File: src/rtl/tlb_l2_arbiter_pkg.sv
// Shared MMU types for the L2 TLB request arbiter: requester ids and fence sequencing states.
package tlb_l2_arbiter_pkg;

  localparam int SV39_VPN_W = 27;

  typedef enum logic [1:0] {
    SRC_ITLB   = 2'd0,
    SRC_DLOAD  = 2'd1,
    SRC_DSTORE = 2'd2,
    SRC_AMO    = 2'd3
  } tlb_src_e;

  typedef enum logic [1:0] {
    ARB_RUN   = 2'd0,
    ARB_DRAIN = 2'd1,
    ARB_DONE  = 2'd2
  } tlb_arb_state_e;

endpackage

File: src/rtl/tlb_l2_arbiter_rr_arbiter.sv
// Round-robin pick: the first valid requester at or after ptr wins, wrapping to index 0.
module tlb_l2_arbiter_rr_arbiter #(
  parameter int NUM_REQ = 4,
  localparam int SRC_W  = $clog2(NUM_REQ)
) (
  input  logic [NUM_REQ-1:0] valid,
  input  logic [SRC_W-1:0]   ptr,
  input  logic               enable,
  output logic [NUM_REQ-1:0] grant,
  output logic [SRC_W-1:0]   winner
);

  logic [NUM_REQ-1:0] upper;
  logic               found;

  for (genvar gi = 0; gi < NUM_REQ; gi++) begin : g_upper
    assign upper[gi] = valid[gi] && (SRC_W'(gi) >= ptr);
  end

  // Requesters at or above ptr take priority; otherwise wrap to the lowest valid index.
  always_comb begin
    found  = 1'b0;
    winner = '0;
    for (int i = 0; i < NUM_REQ; i++) begin
      if (!found && upper[i]) begin
        found  = 1'b1;
        winner = SRC_W'(i);
      end
    end
    for (int i = 0; i < NUM_REQ; i++) begin
      if (!found && valid[i]) begin
        found  = 1'b1;
        winner = SRC_W'(i);
      end
    end
  end

  for (genvar gi = 0; gi < NUM_REQ; gi++) begin : g_grant
    assign grant[gi] = enable && found && (winner == SRC_W'(gi));
  end

endmodule

File: src/rtl/tlb_l2_arbiter.sv
// Arbitrates first-level TLB misses onto the single L2 TLB/PTW port, routes walk
// completions back by source id, and drains in-flight walks for sfence.vma.
module tlb_l2_arbiter
  import tlb_l2_arbiter_pkg::*;
#(
  parameter int NUM_REQ = 4,
  parameter int VPN_W   = SV39_VPN_W,
  parameter int IDX_W   = 6,
  parameter int MAX_OUT = 2,
  localparam int SRC_W  = $clog2(NUM_REQ)
) (
  input  logic                     clk,
  input  logic                     rst,
  input  logic [NUM_REQ-1:0]       req_valid,
  input  logic [NUM_REQ*VPN_W-1:0] req_vpn,
  input  logic [NUM_REQ*IDX_W-1:0] req_idx,
  output logic [NUM_REQ-1:0]       req_ready,
  output logic                     l2_req,
  output logic [VPN_W-1:0]         l2_vpn,
  output logic [SRC_W-1:0]         l2_src,
  output logic [IDX_W-1:0]         l2_idx,
  input  logic                     l2_ready,
  input  logic                     l2_resp_valid,
  input  logic [SRC_W-1:0]         l2_resp_src,
  input  logic [IDX_W-1:0]         l2_resp_idx,
  input  logic                     l2_resp_exc,
  input  logic                     l2_resp_err,
  output logic [NUM_REQ-1:0]       resp_valid,
  output logic [IDX_W-1:0]         resp_idx,
  output logic                     resp_exc,
  output logic                     resp_err,
  input  logic                     fence_req,
  output logic                     fence_busy,
  output logic                     fence_done,
  output logic                     proto_err
);

  localparam int CNT_W = $clog2(MAX_OUT + 1);
  localparam int SUM_W = CNT_W + 1;

  tlb_arb_state_e     state;
  logic [SRC_W-1:0]   rr_ptr;
  logic [SRC_W-1:0]   winner;
  logic [CNT_W-1:0]   out_cnt;
  logic [NUM_REQ-1:0] grant;
  logic [NUM_REQ-1:0] resp_hit;
  logic [VPN_W-1:0]   vpn_arr [NUM_REQ];
  logic [IDX_W-1:0]   idx_arr [NUM_REQ];
  logic               handshake;
  logic               credit_ok;
  logic               can_issue;
  logic               granted;

  for (genvar gi = 0; gi < NUM_REQ; gi++) begin : g_unpack
    assign vpn_arr[gi]  = req_vpn[gi*VPN_W +: VPN_W];
    assign idx_arr[gi]  = req_idx[gi*IDX_W +: IDX_W];
    assign resp_hit[gi] = l2_resp_valid && (l2_resp_src == SRC_W'(gi));
  end

  assign handshake = l2_req && l2_ready;
  // The pending output entry already holds a credit; freed credits apply next cycle.
  assign credit_ok = (SUM_W'(out_cnt) + SUM_W'(l2_req)) < SUM_W'(MAX_OUT);
  // fence_req blocks the grant in the same cycle because the next state is DRAIN.
  assign can_issue = (state == ARB_RUN) && !fence_req && credit_ok && (!l2_req || l2_ready);
  assign granted   = |grant;
  assign req_ready = grant;
  assign fence_busy = (state != ARB_RUN);

  tlb_l2_arbiter_rr_arbiter #(
    .NUM_REQ(NUM_REQ)
  ) u_rr (
    .valid (req_valid),
    .ptr   (rr_ptr),
    .enable(can_issue),
    .grant (grant),
    .winner(winner)
  );

  always_ff @(posedge clk) begin
    if (!rst) begin
      state      <= ARB_RUN;
      rr_ptr     <= '0;
      out_cnt    <= '0;
      l2_req     <= 1'b0;
      l2_vpn     <= '0;
      l2_src     <= '0;
      l2_idx     <= '0;
      resp_valid <= '0;
      resp_idx   <= '0;
      resp_exc   <= 1'b0;
      resp_err   <= 1'b0;
      fence_done <= 1'b0;
      proto_err  <= 1'b0;
    end else begin
      if (granted) begin
        l2_req <= 1'b1;
        l2_vpn <= vpn_arr[winner];
        l2_src <= winner;
        l2_idx <= idx_arr[winner];
        rr_ptr <= (winner == SRC_W'(NUM_REQ - 1)) ? '0 : winner + 1'b1;
      end else if (handshake) begin
        l2_req <= 1'b0;
      end

      // A completion with nothing outstanding is flagged but not counted.
      if (l2_resp_valid && (out_cnt == '0)) begin
        proto_err <= 1'b1;
        if (handshake) out_cnt <= out_cnt + 1'b1;
      end else if (handshake && !l2_resp_valid) begin
        out_cnt <= out_cnt + 1'b1;
      end else if (!handshake && l2_resp_valid) begin
        out_cnt <= out_cnt - 1'b1;
      end

      resp_valid <= resp_hit;
      resp_idx   <= l2_resp_idx;
      resp_exc   <= l2_resp_exc;
      resp_err   <= l2_resp_err;

      case (state)
        ARB_RUN: begin
          fence_done <= 1'b0;
          if (fence_req) state <= ARB_DRAIN;
        end
        ARB_DRAIN: begin
          if ((out_cnt == '0) && !l2_req) begin
            state      <= ARB_DONE;
            fence_done <= 1'b1;
          end
        end
        ARB_DONE: begin
          state      <= ARB_RUN;
          fence_done <= 1'b0;
        end
        default: begin
          state      <= ARB_RUN;
          fence_done <= 1'b0;
        end
      endcase
    end
  end

endmodule

File: config.mk
export PLATFORM = sky130hd
export DESIGN_NAME = tlb_l2_arbiter
export DESIGN_NICKNAME = d
export VERILOG_FILES = /design/src/rtl/tlb_l2_arbiter_pkg.sv /design/src/rtl/tlb_l2_arbiter_rr_arbiter.sv /design/src/rtl/tlb_l2_arbiter.sv
export SDC_FILE = /design/constraint.sdc
export NUM_CORES = 1
export LEC_CHECK = 0
export ABC_AREA = 1
export BUFFER_PORTS_ARGS = -buffer_cell sky130_fd_sc_hd__clkbuf_2
export CAP_MARGIN = 5
export CORE_MARGIN = 3
export CORE_UTILIZATION = 47
export CTS_BUF_LIST = sky130_fd_sc_hd__clkbuf_8
export CTS_CLUSTER_DIAMETER = 80
export CTS_CLUSTER_SIZE = 28
export DETAILED_ROUTE_END_ITERATION = 8
export GPL_TIMING_DRIVEN = 0
export PLACE_DENSITY = 0.85
export SYNTH_ARGS = -nofsm -noshare
export SYNTH_HDL_FRONTEND = slang
export SYNTH_HIERARCHICAL = 1
export SYNTH_SLANG_ARGS = --single-unit
File: constraint.sdc
create_clock -name clk -period 5.7 [get_ports clk]
set_clock_uncertainty 0.05 [all_clocks]
set_input_delay 0.855 -clock clk [delete_from_list [all_inputs] [get_ports clk]]
set_output_delay 0.855 -clock clk [all_outputs]
set_load 0.02 [all_outputs]
After elaboration in Yosys (flattened, before gate mapping)
Cells that the tools add are included.

Input bits: 151. Bits in registers: 56. Output and inout port bits: 55. Logic and storage cells: 116.

Eq/ne operators: 10. Magnitude comparators: 6. Reductions and logical operators: 51. Mux-type cells: 31. Add/sub/neg operators: 4. Bitwise operators: 1.

Operator list (count): 27-bit binary-select mux with 2-bit select (1); 27-bit 2-to-1 mux (2); 1-bit logical AND (28); 2-bit 2-to-1 mux (13); 6-bit binary-select mux with 2-bit select (1); 6-bit 2-to-1 mux (2); 1-bit zero test (11); 1-bit 2-to-1 mux (11); 2-bit equality test (second input constant) (4); 2-bit zero test (4); 2-bit by 1-bit equality test with 1-bit output (second input constant) (3); 2-bit inequality test (second input constant) (3); 2-bit AND reduction (3); 2-bit by 1-bit adder with 2-bit output (second input constant) (2); 1-bit by 2-bit >= comparator with 1-bit output (first input constant) (2); 2-bit >= comparator (first input constant) (2); 2-bit one-hot mux with 2 select lines (1); 2-bit nonzero test (2); 4-bit OR reduction (1); 2-bit by 1-bit adder with 3-bit output (1); 3-bit >= comparator (second input constant) (1); 3-bit by 2-bit < comparator with 1-bit output (second input constant) (1); 2-bit NOT with 3-bit output (1); 3-bit nonzero test (1); 2 further kinds (2).

Longest topological paths before layout
Word-level depth: 28. Depth in mapped cells: 16. Gate-level depth less buffers: 15.

Cells and area by module
Netlist, hierarchy kept.

By module, submodules not included: tlb_l2_arbiter (area an instance 3067.9 µm², times used 1, sequential area each 1121.1 µm², cells an instance 484); tlb_l2_arbiter_rr_arbiter (area an instance 143.9 µm², times used 1, sequential area each 0.0 µm², cells an instance 32).

Least setup slack after synthesis
Ideal clock, no wire load.

Kind: input to output. Start point: input req_valid[2]. End point: output req_ready[2]. Path buffers: 0. Setup slack: 3.124 ns. Arrival: 1.671 ns. Stages on the path: 7. Cell sequence: nand2_1 -> nand2_2 -> nor2_4 -> nand3_1 -> o21ai_2 -> inv_2 -> nor2_1.

Cells in the longest elaborated chain, start to end: 20. Elaborated cells on any way between the ends: 27.

Ends and longest elaborated chain: start, declared (line tlb_l2_arbiter.sv:14) `input logic [NUM_REQ-1:0] req_valid,`; 1-bit logical AND (line tlb_l2_arbiter_rr_arbiter.sv:17) `assign upper[gi] = valid[gi] && (SRC_W'(gi) >= ptr);`; 1-bit logical AND (line tlb_l2_arbiter_rr_arbiter.sv:25) `if (!found && upper[i]) begin`; 1-bit 2-to-1 mux (line tlb_l2_arbiter_rr_arbiter.sv:25); 1-bit zero test (line tlb_l2_arbiter_rr_arbiter.sv:25); 1-bit logical AND (line tlb_l2_arbiter_rr_arbiter.sv:25); 1-bit 2-to-1 mux (line tlb_l2_arbiter_rr_arbiter.sv:25); 1-bit zero test (line tlb_l2_arbiter_rr_arbiter.sv:31) `if (!found && valid[i]) begin`; 1-bit logical AND (line tlb_l2_arbiter_rr_arbiter.sv:31); (+5 left out); 1-bit logical AND (line tlb_l2_arbiter_rr_arbiter.sv:31); 1-bit 2-to-1 mux (line tlb_l2_arbiter_rr_arbiter.sv:31); 1-bit zero test (line tlb_l2_arbiter_rr_arbiter.sv:31); 1-bit logical AND (line tlb_l2_arbiter_rr_arbiter.sv:31); 2-bit 2-to-1 mux (*) (line tlb_l2_arbiter_rr_arbiter.sv:31); net winner[1] (line tlb_l2_arbiter.sv:43) `logic [SRC_W-1:0] winner;`; 2-bit equality test (*) (line tlb_l2_arbiter_rr_arbiter.sv:39) `assign grant[gi] = enable && found && (winner == SRC_W'(gi));`; 1-bit logical AND (*) (line tlb_l2_arbiter_rr_arbiter.sv:39); end, declared (line tlb_l2_arbiter.sv:17) `output logic [NUM_REQ-1:0] req_ready,`.

The timed path passes the listed nets; every way through them passes the cells marked *.

Worst setup path after layout
Same ends and word-level chain as after synthesis.

==> impl_metrics.yaml <==
drt:
  ant_nets: 0
  drc: 0
  drt_iter0_markers: 167
  via_count: 4073
  routedWlPerCell_um: 13.4
  routed_wl_um: 10800
  drt-pass1-iter-count: 5
  vias_per_cell: 5.06
final_layout:
  seq_area_mm2: 0.00112
  multi_input_area_mm2: 0.00169
  nets: 880
  drive_above_1_share: 0.353
  layout.cells.non_filler: 805
  synthToLayoutAreaGrowth_pct: 38.7
  diodes: 0
  fill_cells: 612
clock_network:
  cts_hold_buf: 0
  h-tree-depth: 2
  clk_pin_slew_ns: 0.09
  cts_resized: 0
  clk_path_buf_depth: 2
  cts_setup_buffers: 0
  clk_latency_ns: 0.29
  cts.sinks: 56
  cts-root-buf: "clkbuf_8"
  cts_made_buffers: 5
  cts_tree: "done"
sta:
  setup_viol: 0
  fmax_ghz: 0.356
  setup-tns-final_ns: 0
  rsz0062_at_grt: "no"
  fin_crit_sh: 0.492
  tightestPinTransition_ns: 0.449
  period_needed_ns: 2.81
  slew_viol_final: 0
  fin_hold_ws_ns: 0.417
  slew_headroom: 0.701
  hold_viol_final: 0
grt:
  global_route.overflow_total: 0
  grt_pass1_vias: 3716
  grt_max_degree: 17
  grt_pass1_wl_um: 16500
  grt_usage: 0.264
  grt_antenna_before_repair: 0
place:
  dp_cells: 797
  dp_hpwl_um: 8730
  place.gp.congestion: 0.922
  io_buffers: 204
setup_path:
  critPathSlowestCell: "clkbuf_2"
  slowest_delay_ns: 0.19
  crit_type: "in -> out"
  startpoint_type: "primary input"
  cp_cell_sequence: "clkbuf_2, nand2_1, nand2_2, nor2_4, nand3_1, o21ai_2, inv_2, nor2_1, clkbuf_2"
  crit_family: "simple AND/OR/NAND/NOR gates"
  crit_arrival_ns: 1.90
  worst-path-buf-inv: 3
  cp.required_ns: 4.80
  crit_fanout: 5
  cp-end-kind: "output pin"
  cpMostUsedCell: "clkbuf_2"
status:
  status: "completed"
synth:
  synth_area_leaders: "dfxtp_1 35%, nand2_1 23%, nand3_1 11%"
  avgSynthCellArea_um2: 6.22
  ys.flop_type: "dfxtp_1"
  synth_common_cells: "194 x nand2_1, 72 x nand3_1, 56 x dfxtp_1"
  yosysWarnings: 6
  syn_area_mm2: 0.00321
  synth_top_area_frac: 0.349
  ys_ff_latch: 56
  synth_seq_area_share: 0.349
  synth_nets: 669
  postSynth.asyncResetShare: 0
  synth_edf_count: 0
  yosysMostFrequentCell: "nand2_1"
  ys_types: 27
  netlist_instances: 516
  yosys.area.top_type: "dfxtp_1"
floorplan:
  core_area_mm2: 0.00649
  die_w_um: 88.7
  io_pins: 206
  row_count: 29
  dieArea_mm2: 0.00786
  start_util: 0.495
  die_h_um: 88.7
power_and_ir_drop:
  leakage_nw: 2.63
  powerDensity_mw_per_mm2: 468
  ir_drop_mv: 0.259
hold_path:
  hp-class: "reg -> reg"
flow_run:
  max-cap-violations: 0
[metal layers]
| layer | GRT usage | wire length [µm] | vias up |
|---|---|---|---|
| met4 | 0.0810 | 320 | 0 |
| met1 | 0.315 | 4200 | 1791 |
| met5 | 0 | 0 | - |
| met3 | 0.0447 | 834 | 28 |
| met2 | 0.478 | 5430 | 194 |
| li1 | - | - | 2060 |
[layout by cell type (no fill, tap or decap), types with 2 or more instances in the layout]
cell type    n
buf_1        2
clkbuf_8     7
buf_4        2
nor2_1      15
nor4_1       5
clkbuf_2   205
inv_1       41
a21oi_1     36
dfxtp_1     56
o21ai_1      6
clkbuf_1     6
nand3_1     72
o21ai_0     32
nand2_1    194
inv_2        2
ha_1         2
buf_2       16
buf_6        7
nand2_2     12
[sequential cells by signal, indices dropped and copies added, names as in the netlist]
register	flops
proto_err	1
l2_vpn	27
l2_src	2
rr_ptr	2
resp_exc	1
resp_idx	6
resp_err	1
out_cnt	2
state	2
fence_done	1
l2_req	1
l2_idx	6
resp_valid	4
[cell type report]
| type | instances | area share |
|---|---|---|
| well taps | 77 | 0.0216 |
| inverters | 45 | 0.0382 |
| repair buffers | 204 | 0.229 |
| clock inverters | 1 | 0.00674 |
| clock buffers | 7 | 0.0216 |
| plain buffers | 35 | 0.0514 |
| flip-flops and latches | 56 | 0.252 |
| multi-input cells | 380 | 0.380 |
[metrics by stage]
stage / power (mW) / setup slack, ns / util / instance area [µm²]
after CTS: 2.09 / 2.88 / 0.686 / 4460
after global placement: 1.78 / 2.93 / 0.667 / 4330
final: 2.09 / 2.89 / 0.686 / 4460
after global routing: 2.25 / 2.83 / 0.686 / 4460
after detailed placement: 1.81 / 2.88 / 0.667 / 4330
after floorplan: 1.42 / 3.12 / - / 3210
[logic make-up (layout without fill, tap and decap cells)]
logic type                 count (synthesis)  count (layout)  share of synthesized area
AOI/OAI and AO/OA                         76              76                      0.120
adders and majority gates                  2               2                    0.00779
buffers and inverters                     80             292                      0.124
DFF                                       56              56                      0.349
and+or+nand+nor                          302             302                      0.399
[tightest hold or removal path, delay by kind of cell (launching register included)]
| kind | cells | cell delay, ns |
|---|---|---|
| flip-flops | 1 | 0.32 |
| AO/OA/AOI/OAI | 1 | 0.05 |
| AND/OR/NAND/NOR | 1 | 0.06 |
[power by group]
part	switching, mW	internal [mW]	leakage (nW)
Combinational	0.779	0.419	2.10
Clock	0.124	0.155	0.0645
Sequential	0.0771	0.533	0.462
[worst paths after layout]
check	startpoint	end	slack [ns]	cells past startpoint
worst max-delay path	req_valid[2]	req_ready[2]	2.89	9
worst min-delay path	out_cnt[0]	out_cnt[0]	0.42	2
worst max register to register	state[0]	l2_vpn[10]	3.36	11
worst min register to register	out_cnt[0]	out_cnt[0]	0.42	2
Note: power is estimated with default switching activity, not from simulation.
